[src/rtl/canny_pkg.sv]
// rtl/canny_pkg.sv - shared types and image constants for the Canny front end
package canny_pkg;

    localparam int IMG_WIDTH  = 320;
    localparam int IMG_HEIGHT = 240;
    localparam int PIX_W      = 8;

    typedef enum logic [2:0] {
        IDLE   = 3'd0,
        CLEAR  = 3'd1,
        FILL   = 3'd2,
        STREAM = 3'd3,
        DONE   = 3'd4
    } canny_state_t;

endpackage

[src/rtl/raster_counter.sv]
// rtl/raster_counter.sv - column/row raster position counter with end-of-line and last-pixel flags
module raster_counter
    import canny_pkg::*;
#(
    parameter int WIDTH  = IMG_WIDTH,
    parameter int HEIGHT = IMG_HEIGHT,
    parameter int COL_W  = 9,
    parameter int ROW_W  = 8
) (
    input  logic             clk,
    input  logic             rst,
    input  logic             i_clear,
    input  logic             i_adv,
    output logic [COL_W-1:0] o_col,
    output logic [ROW_W-1:0] o_row,
    output logic             o_eol,
    output logic             o_last
);

    localparam logic [COL_W-1:0] LAST_COL = COL_W'(WIDTH - 1);
    localparam logic [ROW_W-1:0] LAST_ROW = ROW_W'(HEIGHT - 1);

    logic [COL_W-1:0] r_col;
    logic [ROW_W-1:0] r_row;

    assign o_col  = r_col;
    assign o_row  = r_row;
    assign o_eol  = (r_col == LAST_COL);
    assign o_last = o_eol && (r_row == LAST_ROW);

    // Position of the next pixel; wraps at the line and frame ends so it never exceeds the image
    always_ff @(posedge clk or posedge rst) begin
        if (rst) begin
            r_col <= '0;
            r_row <= '0;
        end else if (i_clear) begin
            r_col <= '0;
            r_row <= '0;
        end else if (i_adv) begin
            if (o_eol) begin
                r_col <= '0;
                r_row <= o_last ? '0 : r_row + 1'b1;
            end else begin
                r_col <= r_col + 1'b1;
            end
        end
    end

endmodule

[src/rtl/lb_window_ctrl.sv]
// rtl/lb_window_ctrl.sv - line buffer sequencing and 3x3 window-valid generation
module lb_window_ctrl
    import canny_pkg::*;
#(
    parameter int WIDTH  = IMG_WIDTH,
    parameter int HEIGHT = IMG_HEIGHT,
    parameter int COL_W  = 9,
    parameter int ROW_W  = 8
) (
    input  logic             clk,
    input  logic             rst,
    input  logic             start,
    input  logic             in_valid,
    input  logic [PIX_W-1:0] in_pixel,
    output logic             in_ready,
    output logic             lb_rst,
    output logic             lb_ld,
    output logic [PIX_W-1:0] lb_pixel,
    output logic [COL_W-1:0] col,
    output logic [ROW_W-1:0] row,
    output logic             win_valid,
    output logic             win_border,
    output logic             busy,
    output logic             frame_done
);

    canny_state_t     r_state;
    canny_state_t     w_next;
    logic             w_accept;
    logic [COL_W-1:0] w_cur_col;
    logic [ROW_W-1:0] w_cur_row;
    logic             w_eol;
    logic             w_last;
    logic             w_win;
    logic [COL_W-1:0] r_col;
    logic [ROW_W-1:0] r_row;
    logic             r_win_valid;
    logic             r_win_border;

    // Acceptance derives from state directly so it does not loop through in_ready
    assign w_accept = in_valid && ((r_state == FILL) || (r_state == STREAM));
    assign lb_ld    = w_accept;
    assign lb_pixel = in_pixel;
    assign w_win    = w_accept && (r_state == STREAM) &&
                      (w_cur_row >= ROW_W'(2)) && (w_cur_col >= COL_W'(2));

    assign col        = r_col;
    assign row        = r_row;
    assign win_valid  = r_win_valid;
    assign win_border = r_win_border;

    raster_counter #(
        .WIDTH  (WIDTH),
        .HEIGHT (HEIGHT),
        .COL_W  (COL_W),
        .ROW_W  (ROW_W)
    ) u_raster (
        .clk     (clk),
        .rst     (rst),
        .i_clear (r_state == CLEAR),
        .i_adv   (w_accept),
        .o_col   (w_cur_col),
        .o_row   (w_cur_row),
        .o_eol   (w_eol),
        .o_last  (w_last)
    );

    // State register
    always_ff @(posedge clk or posedge rst) begin
        if (rst) begin
            r_state <= IDLE;
        end else begin
            r_state <= w_next;
        end
    end

    // Next-state and framing outputs
    always_comb begin
        w_next     = r_state;
        in_ready   = 1'b0;
        busy       = 1'b0;
        lb_rst     = 1'b0;
        frame_done = 1'b0;
        case (r_state)
            IDLE: begin
                if (start) w_next = CLEAR;
            end
            CLEAR: begin
                lb_rst = 1'b1;
                busy   = 1'b1;
                w_next = FILL;
            end
            FILL: begin
                in_ready = 1'b1;
                busy     = 1'b1;
                if (w_accept && w_eol && (w_cur_row == ROW_W'(1))) w_next = STREAM;
            end
            STREAM: begin
                in_ready = 1'b1;
                busy     = 1'b1;
                if (w_accept && w_last) w_next = DONE;
            end
            DONE: begin
                frame_done = 1'b1;
                busy       = 1'b1;
                w_next     = IDLE;
            end
            default: w_next = IDLE;
        endcase
    end

    // Report the accepted pixel's position and flag full windows in step with the buffer's output register
    always_ff @(posedge clk or posedge rst) begin
        if (rst) begin
            r_col        <= '0;
            r_row        <= '0;
            r_win_valid  <= 1'b0;
            r_win_border <= 1'b0;
        end else begin
            r_win_valid  <= w_win;
            r_win_border <= w_win && (w_cur_col == COL_W'(2));
            if (r_state == CLEAR) begin
                r_col <= '0;
                r_row <= '0;
            end else if (w_accept) begin
                r_col <= w_cur_col;
                r_row <= w_cur_row;
            end
        end
    end

endmodule
[config.mk]
export PLATFORM = sky130hd
export DESIGN_NAME = lb_window_ctrl
export DESIGN_NICKNAME = d
export VERILOG_FILES = /design/src/rtl/canny_pkg.sv /design/src/rtl/raster_counter.sv /design/src/rtl/lb_window_ctrl.sv
export SDC_FILE = /design/constraint.sdc
export NUM_CORES = 1
export LEC_CHECK = 0
export BUFFER_PORTS_ARGS = -buffer_cell sky130_fd_sc_hd__buf_2
export CAP_MARGIN = 20
export CORE_MARGIN = 3
export CORE_UTILIZATION = 25
export DETAILED_ROUTE_END_ITERATION = 7
export PLACE_DENSITY = 0.55
export RECOVER_POWER = 50
export SYNTH_ARGS = -nofsm -noshare
export SYNTH_HDL_FRONTEND = slang
export SYNTH_SLANG_ARGS = --single-unit
[constraint.sdc]
create_clock -name clk -period 1.73 [get_ports clk]
set_clock_uncertainty 0.2 [all_clocks]
set_input_delay 0.173 -clock clk [delete_from_list [all_inputs] [get_ports clk]]
set_output_delay 0.173 -clock clk [all_outputs]
set_load 0.005 [all_outputs]
==> flow_metrics.py <==
metrics = {
    "timing": {
        "finalCritPeriodShare_pct": 105,
        "worst_pin_slew_ps": 901,
        "min_period_ps": 1810,
        "fin_ws_ps": -79.5,
        "hold_viol": 0,
        "drv_slew": 0,
        "rsz0062_at_grt": "yes",
        "slew-limit-headroom_pct": 39.9,
        "max_freq_mhz": 553,
        "timing.hold.ws_ps": 146,
        "setup_viol": 13,
    },
    "cts": {
        "cts_made_buffers": 5,
        "clk_pin_slew_ps": 80,
        "clkLatencyLatePin_ps": 300,
        "cts.sinks": 39,
        "clock_path_buffers": 2,
        "cts-root-buf": "clkbuf_8",
        "tritoncts": "done",
        "cts_max_level": 2,
    },
    "floorplanning": {
        "fp.dieH_um": 95.1,
        "die_w_um": 95.1,
        "initial_core_util_pct": 26.5,
        "ios": 44,
        "die-area_sq_um": 9040,
        "fp-row-count": 31,
        "core_sq_um": 7490,
    },
    "synth": {
        "ys.flop_type": "dfrtp_1",
        "synth-edff-count": 0,
        "synthesis.area_sq_um": 1980,
        "synth.avg_cell_area_sq_um": 10.3,
        "yosysWarningCount": 0,
        "synth_seq_cells": 39,
        "seq_area_frac_synth_pct": 49.2,
        "synth_cell_types": 39,
        "synthArstFlopShare_pct": 100,
        "synthCells": 192,
        "synth_fp_nets": 209,
    },
    "final_layout": {
        "most-common-layout-cells": "39 x dfrtp_1, 36 x buf_4, 20 x nand2_1",
        "fin_nets": 281,
        "diodes": 0,
        "drive_gt1_share_pct": 36.6,
        "syn2layout_area_growth_pct": 39.6,
        "finalNonFillerCells": 364,
        "layout_commonest_cell": "dfrtp_1",
    },
    "drt": {
        "drt-total-wl_mm": 5.36,
        "dr_total_vias": 1734,
        "firstDrtPassIters": 4,
        "route.detailed.drc": 0,
        "first_iter_violations": 68,
        "wl_per_cell_um": 14.7,
        "via_per_inst": 4.76,
        "antenna_left": 0,
    },
    "placement": {
        "post-place-ws_ps": -66.9,
        "io_buffers": 27,
        "place_congestion": 0.821,
        "hpwlAfterDp_mm": 3.54,
        "place_inst": 345,
    },
    "grt": {
        "grt_pass1_vias": 1694,
        "grt_max_degree": 40,
        "grt_pass1_wl_mm": 8.53,
        "overflow": 0,
        "grt_antenna_before_repair": 0,
        "grt_usage_pct": 12.3,
    },
    "power": {
        "leakage_uw": 0.00127,
        "finalPower_uw": 2260,
        "powerDensity_nw_per_um2": 818,
        "ir_worst_vdd_mv": 0.311,
    },
    "hold_path": {
        "hold_class": "input pin to output pin",
    },
    "critical_path": {
        "cp-start-kind": "register",
        "r2r_setup_slack_ps": -80,
        "cp.arrival_ps": 1790,
        "r2r-start": "u_raster.o_col[1]$_DFFE_PP0P_",
        "crit_end": "r_state[0]$_DFFE_PP0P_",
        "reg2reg_to": "r_state[0]$_DFFE_PP0P_",
        "crit_start": "u_raster.o_col[1]$_DFFE_PP0P_",
        "r2r_cells": 5,
        "critPathKind": "register to register",
        "crit_path_end_kind": "register",
        "required_ps": 1710,
        "cp_max_fo": 5,
    },
    "outcome": {
        "violations": "negative setup slack",
        "outcome": "finished with violations",
    },
    "job": {
        "cap_violations": 0,
    },
}
-- layer usage --
layer / share of wire (%) / track usage, % / vias to the layer above
met5: 0 / 0 / -
met4: 1.4 / 4.93 / 0
met3: 3.7 / 2.37 / 8
met2: 46 / 19.4 / 35
met1: 48 / 16.6 / 866
li1: - / - / 825
-- logic make-up after synthesis --
| group | synth area share (%) |
|---|---|
| AND/OR/NAND/NOR | 20.6 |
| flip-flops | 49.2 |
| adder cells (fa/ha/maj) | 3.15 |
| buffers and inverters | 8.33 |
| AO/OA/AOI/OAI | 14.6 |
| multiplexers | 0.568 |
| XOR/XNOR | 3.53 |
-- worst min path at each step --
stage | from | depth (start not counted) | slack [ps] | endpoint
final | in_pixel[1] | 0 | 150 | lb_pixel[1]
after global routing | in_pixel[1] | 0 | 150 | lb_pixel[1]
after CTS | in_pixel[0] | 0 | 150 | lb_pixel[0]
after detailed placement | rst | 3 | 130 | row[2]$_DFFE_PP0P_
after global placement | rst | 3 | 130 | row[2]$_DFFE_PP0P_
after floorplan | start | 2 | 120 | r_state[0]$_DFFE_PP0P_
-- stage by stage --
step | util (%) | instance area, sq um | setup TNS (ps)
final | 37.0 | 2770 | -506
after global routing | 37.0 | 2770 | -1920
after CTS | 35.6 | 2660 | -400
after detailed placement | 33.0 | 2470 | -340
after global placement | 33.0 | 2470 | -69.7
after floorplan | - | 2010 | -638
-- final cells by class --
cell class | instances | area [sq um]
repair buffers | 80 | 621
multi-input cells | 129 | 917
clock inverters | 1 | 5.00
fillers | 768 | 4720
flip-flops and latches | 39 | 976
inverters | 9 | 48.8
clock buffers | 7 | 76.3
well taps | 99 | 124
-- where the power goes --
group	switching (uW)	total, uW	leakage [uW]	internal (uW)
sequential	62.9	1080	0.000487	1020
clock	339	623	0.0000422	284
combinational	279	557	0.000738	278
total	681	2260	0.00127	1580
-- Yosys cell counts (all sizes together) (3+ instances only) --
| master | number | share of area (%) |
|---|---|---|
| or3 | 4 | 1.3 |
| nand3 | 5 | 1.9 |
| and2 | 3 | 0.95 |
| ha | 5 | 3.2 |
| a22o | 12 | 5.3 |
| nor3 | 3 | 0.76 |
| nand2 | 22 | 4.3 |
| a21oi | 7 | 1.8 |
| inv | 8 | 1.8 |
| xor2 | 6 | 2.6 |
| nor2 | 12 | 2.4 |
| o21ai | 12 | 3.0 |
| nand4 | 4 | 1.3 |
| buf | 16 | 6.3 |
| or4 | 3 | 1.1 |
| o2111ai | 3 | 1.3 |
| o211ai | 5 | 1.9 |
| and4 | 3 | 1.3 |
| dfrtp | 39 | 49 |
| and3 | 3 | 0.95 |
-- what timing repair did --
| action | 4_1_cts | 5_1_grt |
|---|---|---|
| pin swaps | 7 | 10 |
| cloned | 2 | 2 |
| setup buffers | 3 | 2 |
| hold buffers | 3 | 0 |
| endpoints found under the setup margin | 14 | 36 |
| resized for setup | 15 | 24 |
| hold endpoints to repair | 41 | 0 |
-- registers in the layout (all words and copies together) (netlist names) --
name / cells
col: 9
u_raster.o_col: 9
row: 8
u_raster.o_row: 8
r_state: 3
win_border: 1
win_valid: 1
-- critical path, stage by stage (launching register included) --
cell      delay, ps
dfrtp_1         370
ha_2            200
and4bb_4        300
nand4_1         270
o211ai_1        260
nand3_1          90
Power figures use the tool's default switching activity.
